[src/rtl/jpeg_enc_rle_packer.sv]
// Run-length packer: 64 zigzag coefficients per block -> DC / AC / ZRL / EOB tokens.
// Optional token statistics counters are enabled by defining JPEG_ENC_RLE_STAT_EN.
module jpeg_enc_rle_packer (
  input  logic        HCLK,
  input  logic        HRESETn,
  input  logic        INIT,
  input  logic        CI_EN,
  input  logic [11:0] CI,
  output logic        CI_RDY,
  input  logic        BRST_AFULL,
  output logic        PO_EN,
  output logic [11:0] PO,
  output logic        PO_DC,
  output logic        PO_LST,
  output logic [3:0]  PO_ZR
`ifdef JPEG_ENC_RLE_STAT_EN
  ,
  output logic [15:0] STAT_BLK,
  output logic [15:0] STAT_ZRL
`endif
);

  typedef enum logic [1:0] {S_DC, S_AC, S_ZRL} state_t;

  state_t      state;
  logic [5:0]  idx;
  logic [5:0]  run;
  logic [1:0]  zrl;
  logic [11:0] lat_ci;
  logic [3:0]  lat_zr;
  logic        lat_lst;

  logic        xfer;
  logic        ci_nz;
  logic        last;

  logic        emit;
  logic [11:0] e_po;
  logic        e_dc;
  logic        e_lst;
  logic [3:0]  e_zr;
  logic        e_zrl;

  assign CI_RDY = ~BRST_AFULL & (state != S_ZRL) & ~INIT;
  assign xfer   = CI_EN & CI_RDY;
  assign ci_nz  = |CI;
  assign last   = (idx == 6'd63);

  // Token about to be emitted this cycle; shared by the output register and stat counters.
  always_comb begin
    emit  = 1'b0;
    e_po  = '0;
    e_dc  = 1'b0;
    e_lst = 1'b0;
    e_zr  = '0;
    e_zrl = 1'b0;
    case (state)
      S_DC: begin
        if (xfer) begin
          emit = 1'b1;
          e_po = CI;
          e_dc = 1'b1;
        end
      end
      S_AC: begin
        if (xfer) begin
          if (!ci_nz) begin
            if (last) begin
              emit  = 1'b1;
              e_lst = 1'b1;
            end
          end else if (run[5:4] == 2'd0) begin
            emit  = 1'b1;
            e_po  = CI;
            e_zr  = run[3:0];
            e_lst = last;
          end
        end
      end
      S_ZRL: begin
        if (!BRST_AFULL) begin
          emit = 1'b1;
          if (zrl != 2'd0) begin
            e_zr  = 4'hF;
            e_zrl = 1'b1;
          end else begin
            e_po  = lat_ci;
            e_zr  = lat_zr;
            e_lst = lat_lst;
          end
        end
      end
      default: ;
    endcase
  end

  always_ff @(posedge HCLK or negedge HRESETn) begin
    if (!HRESETn) begin
      state   <= S_DC;
      idx     <= '0;
      run     <= '0;
      zrl     <= '0;
      lat_ci  <= '0;
      lat_zr  <= '0;
      lat_lst <= 1'b0;
      PO_EN   <= 1'b0;
      PO      <= '0;
      PO_DC   <= 1'b0;
      PO_LST  <= 1'b0;
      PO_ZR   <= '0;
    end else if (INIT) begin
      state   <= S_DC;
      idx     <= '0;
      run     <= '0;
      zrl     <= '0;
      lat_ci  <= '0;
      lat_zr  <= '0;
      lat_lst <= 1'b0;
      PO_EN   <= 1'b0;
      PO      <= '0;
      PO_DC   <= 1'b0;
      PO_LST  <= 1'b0;
      PO_ZR   <= '0;
    end else begin
      PO_EN <= emit;
      if (emit) begin
        PO     <= e_po;
        PO_DC  <= e_dc;
        PO_LST <= e_lst;
        PO_ZR  <= e_zr;
      end
      case (state)
        S_DC: begin
          if (xfer) begin
            idx   <= 6'd1;
            run   <= '0;
            state <= S_AC;
          end
        end
        S_AC: begin
          if (xfer) begin
            idx <= last ? 6'd0 : idx + 6'd1;
            if (!ci_nz) begin
              if (last) begin
                run   <= '0;
                state <= S_DC;
              end else begin
                run <= run + 6'd1;
              end
            end else if (run[5:4] == 2'd0) begin
              run <= '0;
              if (last) state <= S_DC;
            end else begin
              // Long run: park the level and expand run[5:4] ZRL tokens first.
              lat_ci  <= CI;
              lat_zr  <= run[3:0];
              lat_lst <= last;
              zrl     <= run[5:4];
              run     <= '0;
              state   <= S_ZRL;
            end
          end
        end
        S_ZRL: begin
          if (!BRST_AFULL) begin
            if (zrl != 2'd0) zrl <= zrl - 2'd1;
            else             state <= lat_lst ? S_DC : S_AC;
          end
        end
        default: state <= S_DC;
      endcase
    end
  end

`ifdef JPEG_ENC_RLE_STAT_EN
  always_ff @(posedge HCLK or negedge HRESETn) begin
    if (!HRESETn) begin
      STAT_BLK <= '0;
      STAT_ZRL <= '0;
    end else if (INIT) begin
      STAT_BLK <= '0;
      STAT_ZRL <= '0;
    end else begin
      if (emit && e_lst) STAT_BLK <= STAT_BLK + 16'd1;
      if (emit && e_zrl) STAT_ZRL <= STAT_ZRL + 16'd1;
    end
  end
`endif

endmodule

[config.mk]
export PLATFORM = sky130hd
export DESIGN_NAME = jpeg_enc_rle_packer
export DESIGN_NICKNAME = d
export VERILOG_FILES = /design/src/rtl/jpeg_enc_rle_packer.sv
export SDC_FILE = /design/constraint.sdc
export NUM_CORES = 1
export LEC_CHECK = 0
export BUFFER_PORTS_ARGS = -buffer_cell sky130_fd_sc_hd__buf_2
export CORE_ASPECT_RATIO = 0.75
export CORE_MARGIN = 4
export CORE_UTILIZATION = 51
export CTS_CLUSTER_SIZE = 14
export DETAILED_ROUTE_END_ITERATION = 12
export GPL_ROUTABILITY_DRIVEN = 0
export PLACE_DENSITY = 0.73
export SLEW_MARGIN = 20
export SYNTH_ARGS = -nofsm -noshare
export SYNTH_HDL_FRONTEND = slang
export SYNTH_SLANG_ARGS = --single-unit
[constraint.sdc]
create_clock -name HCLK -period 2.3 [get_ports HCLK]
set_input_delay 0.345 -clock HCLK [delete_from_list [all_inputs] [get_ports HCLK]]
set_output_delay 0.345 -clock HCLK [all_outputs]
set_load 0.02 [all_outputs]
==> metrics.md <==
| Metric | Value |
|---|---|
| Finish-stage setup viols | `0` |
| Final Worst Setup Slack | `0.0695 ns` |
| Placed cell count | `388` |
| Reg2Reg Depth | `8` |
| Multi-input logic area | `1320 um2` |
| LEAKAGE | `1.57 nW` |
| Final period util | `0.970` |
| H-tree depth | `2` |
| Vias in the first global route | `2141` |
| TritonRoute pass-1 iters | `4` |
| Reg power frac | `0.452` |
| Max Slew Vio Count | `0` |
| Maximum root-to-sink buffer count | `2` |
| Top_reg_cell synth | `dfrtp_1` |
| Net count, final | `355` |
| FILL cells | `409` |
| Syn Std Cell Area | `2690 um2` |
| Max Fclk | `448 MHz` |
| Critical path type | `flop to flop` |
| N_diodes | `0` |
| Total Wirelength | `6360 um` |
| Post-synth cell types | `45` |
| Maximum fanout along the worst path | `5` |
| Ports | `37` |
| Synth top cells by count | `dfrtp_1 (52), nand2_1 (29), o21ai_0 (28), a22o_1 (26)` |
| Std-Cell Rows | `22` |
| R2R setup slack | `0.07 ns` |
| Seq. cell area | `1300 um2` |
| Num CTS Buffers | `5` |
| Syn-to-layout area delta | `23.0%` |
| Routed vias/inst | `5.56` |
| Vias | `2242` |
| Gate count of the mapped netlist | `268` |
| Clock sinks | `52` |
| Mean area per synthesized cell | `10.1 um2` |
| Critical path arrival | `2.42 ns` |
| Required time of the worst setup path | `2.49 ns` |
| Avg WL per Cell | `15.8 um` |
| FF-to-FF End | `PO[1]$_DFFE_PN0P_` |
| Internal power | `1.57 mW` |
| Post-synth EDFFs | `0` |
| Antenna violations before repair | `0` |
| Worst Max-Slew Pin Slew | `0.414 ns` |
| Fraction of layout cells with a size suffix above 1 | `0.266` |
| Post-DRT Antenna Nets | `0` |
| Top cell type's share of synthesized area | `0.483` |
| Count of final hold-check violations | `0` |
| Die Y-Extent | `70.9 um` |
| Power per cell area | `649 nW/um2` |
| Worst vdd rail ir drop | `0.387 mV` |
| Post-route insts no fill | `403` |
| Top cells by area, synth | `dfrtp_1 (48%), a22o_1 (8.5%), o21ai_0 (5.2%)` |
| Startpoint types | `flop` |
| Status | `complete, no violations` |
| Switch share | `0.270` |
| CTS tree | `built` |
| Clock skew | `0.0111 ns` |
| Area of the die | `6520 um2` |
| #FFs+latches synth | `52` |
| Worst rel slew slack | `0.723` |
| Post-Syn Nets | `292` |
| IO buf count | `36` |
| Clock power frac | `0.335` |
| Pre-CTS setup slack | `-0.144 ns` |
| Initial Util | `0.538` |
| First-pass GRT wire length | `10500 um` |
| Clk slew on worst S/H paths | `0.10 ns` |
| DRC Markers | `0` |
| Hpwl dp | `4620 um` |
| Largest net degree at the start of global routing | `27` |
| Min-Delay Path Depth | `3` |
| Root Driver | `clkbuf_8` |
| Minimum clock period | `2.23 ns` |
| Clk_lat worst skew | `0.31 ns` |
| Min-Delay Endpoint | `lat_ci[10]$_DFFE_PN0P_` |
| Syn. warnings | `0` |
| Max-Cap Viols | `0` |
| Overall Global Routing Usage | `0.203` |
| Min-delay worst type | `input port to flop` |
| Hold Path Origin | `CI[10]` |
| Placeable Area | `5010 um2` |
| Cell taking the most area after synthesis | `dfrtp_1` |
| Comb power frac | `0.213` |
| Most common cell in the netlist | `dfrtp_1` |
| Drt first-iter violations | `132` |
| Reg2reg start | `state[0]$_DFFE_PN0P_` |
| Ys async rst share | `1.00` |
| Switching pwr | `0.581 mW` |
| Overall power | `2.15 mW` |
| Seq/Total Area, Yosys | `0.483` |
| Critical Path Sink Type | `flop` |
| Chip Width | `91.9 um` |
| Total grt overflow | `0` |
[power groups by stage]
stage	Sequential (mW)	Clock [mW]	Combinational (mW)
floorplan	1.02	0	0.220
global placement	0.987	0	0.405
detailed placement	0.990	0	0.410
CTS	0.973	0.734	0.426
global route	0.979	0.769	0.504
finish	0.973	0.721	0.458
[metal layers]
metal	wire length, um	track usage	up-vias
li1	-	-	1088
met1	3110	0.295	1106
met2	2920	0.319	42
met3	285	0.0425	6
met4	39	0.0346	0
met5	0	0	-
[layout by cell type (no fill, tap or decap), types with 2 or more instances in the layout]
cell and n:
nand4_1 2, a32o_1 2, inv_1 5, nand2b_1 19, nand3_1 4, a21o_1 2
a22o_1 26, nor2_1 19, nor3_1 3, o31a_1 3, buf_2 36, and2_1 3
xor2_1 2, nor2b_1 3, xnor2_1 2, and3_1 2, mux2i_1 2, o21bai_1 2
a211o_1 3, bufinv_16 2, nor4_1 3, buf_4 33, o2bb2ai_1 5, clkbuf_8 5
a21oi_1 4, o21ai_0 27, a21boi_0 4, ha_1 6, dfrtp_1 52, nand2_1 29
[flip-flops by register name (all words and copies together), names as in the netlist]
name	flops
PO_ZR	4
PO	12
run	6
state	2
idx	6
PO_DC	1
zrl	2
PO_LST	1
lat_zr	4
lat_ci	12
lat_lst	1
PO_EN	1
[through the flow]
| step | TNS [ns] | hold slack [ns] | cell area (um2) | util |
|---|---|---|---|---|
| 6_report | 0 | 0.291 | 3310 | 0.662 |
| 5_1_grt | -0.107 | 0.298 | 3310 | 0.662 |
| 4_1_cts | 0 | 0.276 | 3260 | 0.652 |
| 3_5_place_dp | -1.89 | 0.230 | 3090 | 0.617 |
| 3_3_place_gp | -0.935 | 0.222 | 3090 | 0.617 |
| 2_1_floorplan | 0 | 0.0494 | 2690 | - |
[critical path, stage by stage, from the launching register on]
cell and delay, ns:
dfrtp_1 0.41, inv_2 0.08, ha_4 0.17, nor4b_4 0.44, nand4_1 0.23, mux2i_2 0.28
o41ai_4 0.10, buf_4 0.18, a22o_1 0.23
[what timing repair did]
action                                  CTS  global route
pin swaps                                 1             3
endpoints found under the hold margin     9             0
hold buffers                              1             0
cloned                                    0             1
endpoints found under the setup margin   21            30
resized for setup                         2            10
setup buffers                             3             3
[cells by family (layout without fill, tap and decap cells)]
group	count (synthesis)	count (layout)	synth area share
simple gates	94	94	0.184
compound gates	87	87	0.239
flops	52	52	0.483
buf+inv	21	84	0.0358
fa+ha+maj	7	7	0.0325
xor+xnor	4	4	0.0130
mux	3	3	0.0125
[worst max path at each step]
stage / start / endpoint / slack (ns) / cells after the start
CTS: state[0]$_DFFE_PN0P_ / run[5]$_DFFE_PN0P_ / 0.03 / 8
global route: state[0]$_DFFE_PN0P_ / PO[1]$_DFFE_PN0P_ / -0.02 / 8
finish: state[0]$_DFFE_PN0P_ / PO[1]$_DFFE_PN0P_ / 0.07 / 8
floorplan: state[0]$_DFFE_PN0P_ / idx[5]$_DFFE_PN0P_ / 0.13 / 8
detailed placement: CI[6] / PO[11]$_DFFE_PN0P_ / -0.14 / 6
global placement: CI[10] / PO[1]$_DFFE_PN0P_ / -0.07 / 6
[cell type report]
class / count / area share
repair buffers: 71 / 0.136
clock inverters: 2 / 0.0181
inverters: 6 / 0.00680
multi-input cells: 195 / 0.399
clock buffers: 5 / 0.0208
well taps: 72 / 0.0272
flip-flops and latches: 52 / 0.393
Power figures use the tool's default switching activity.
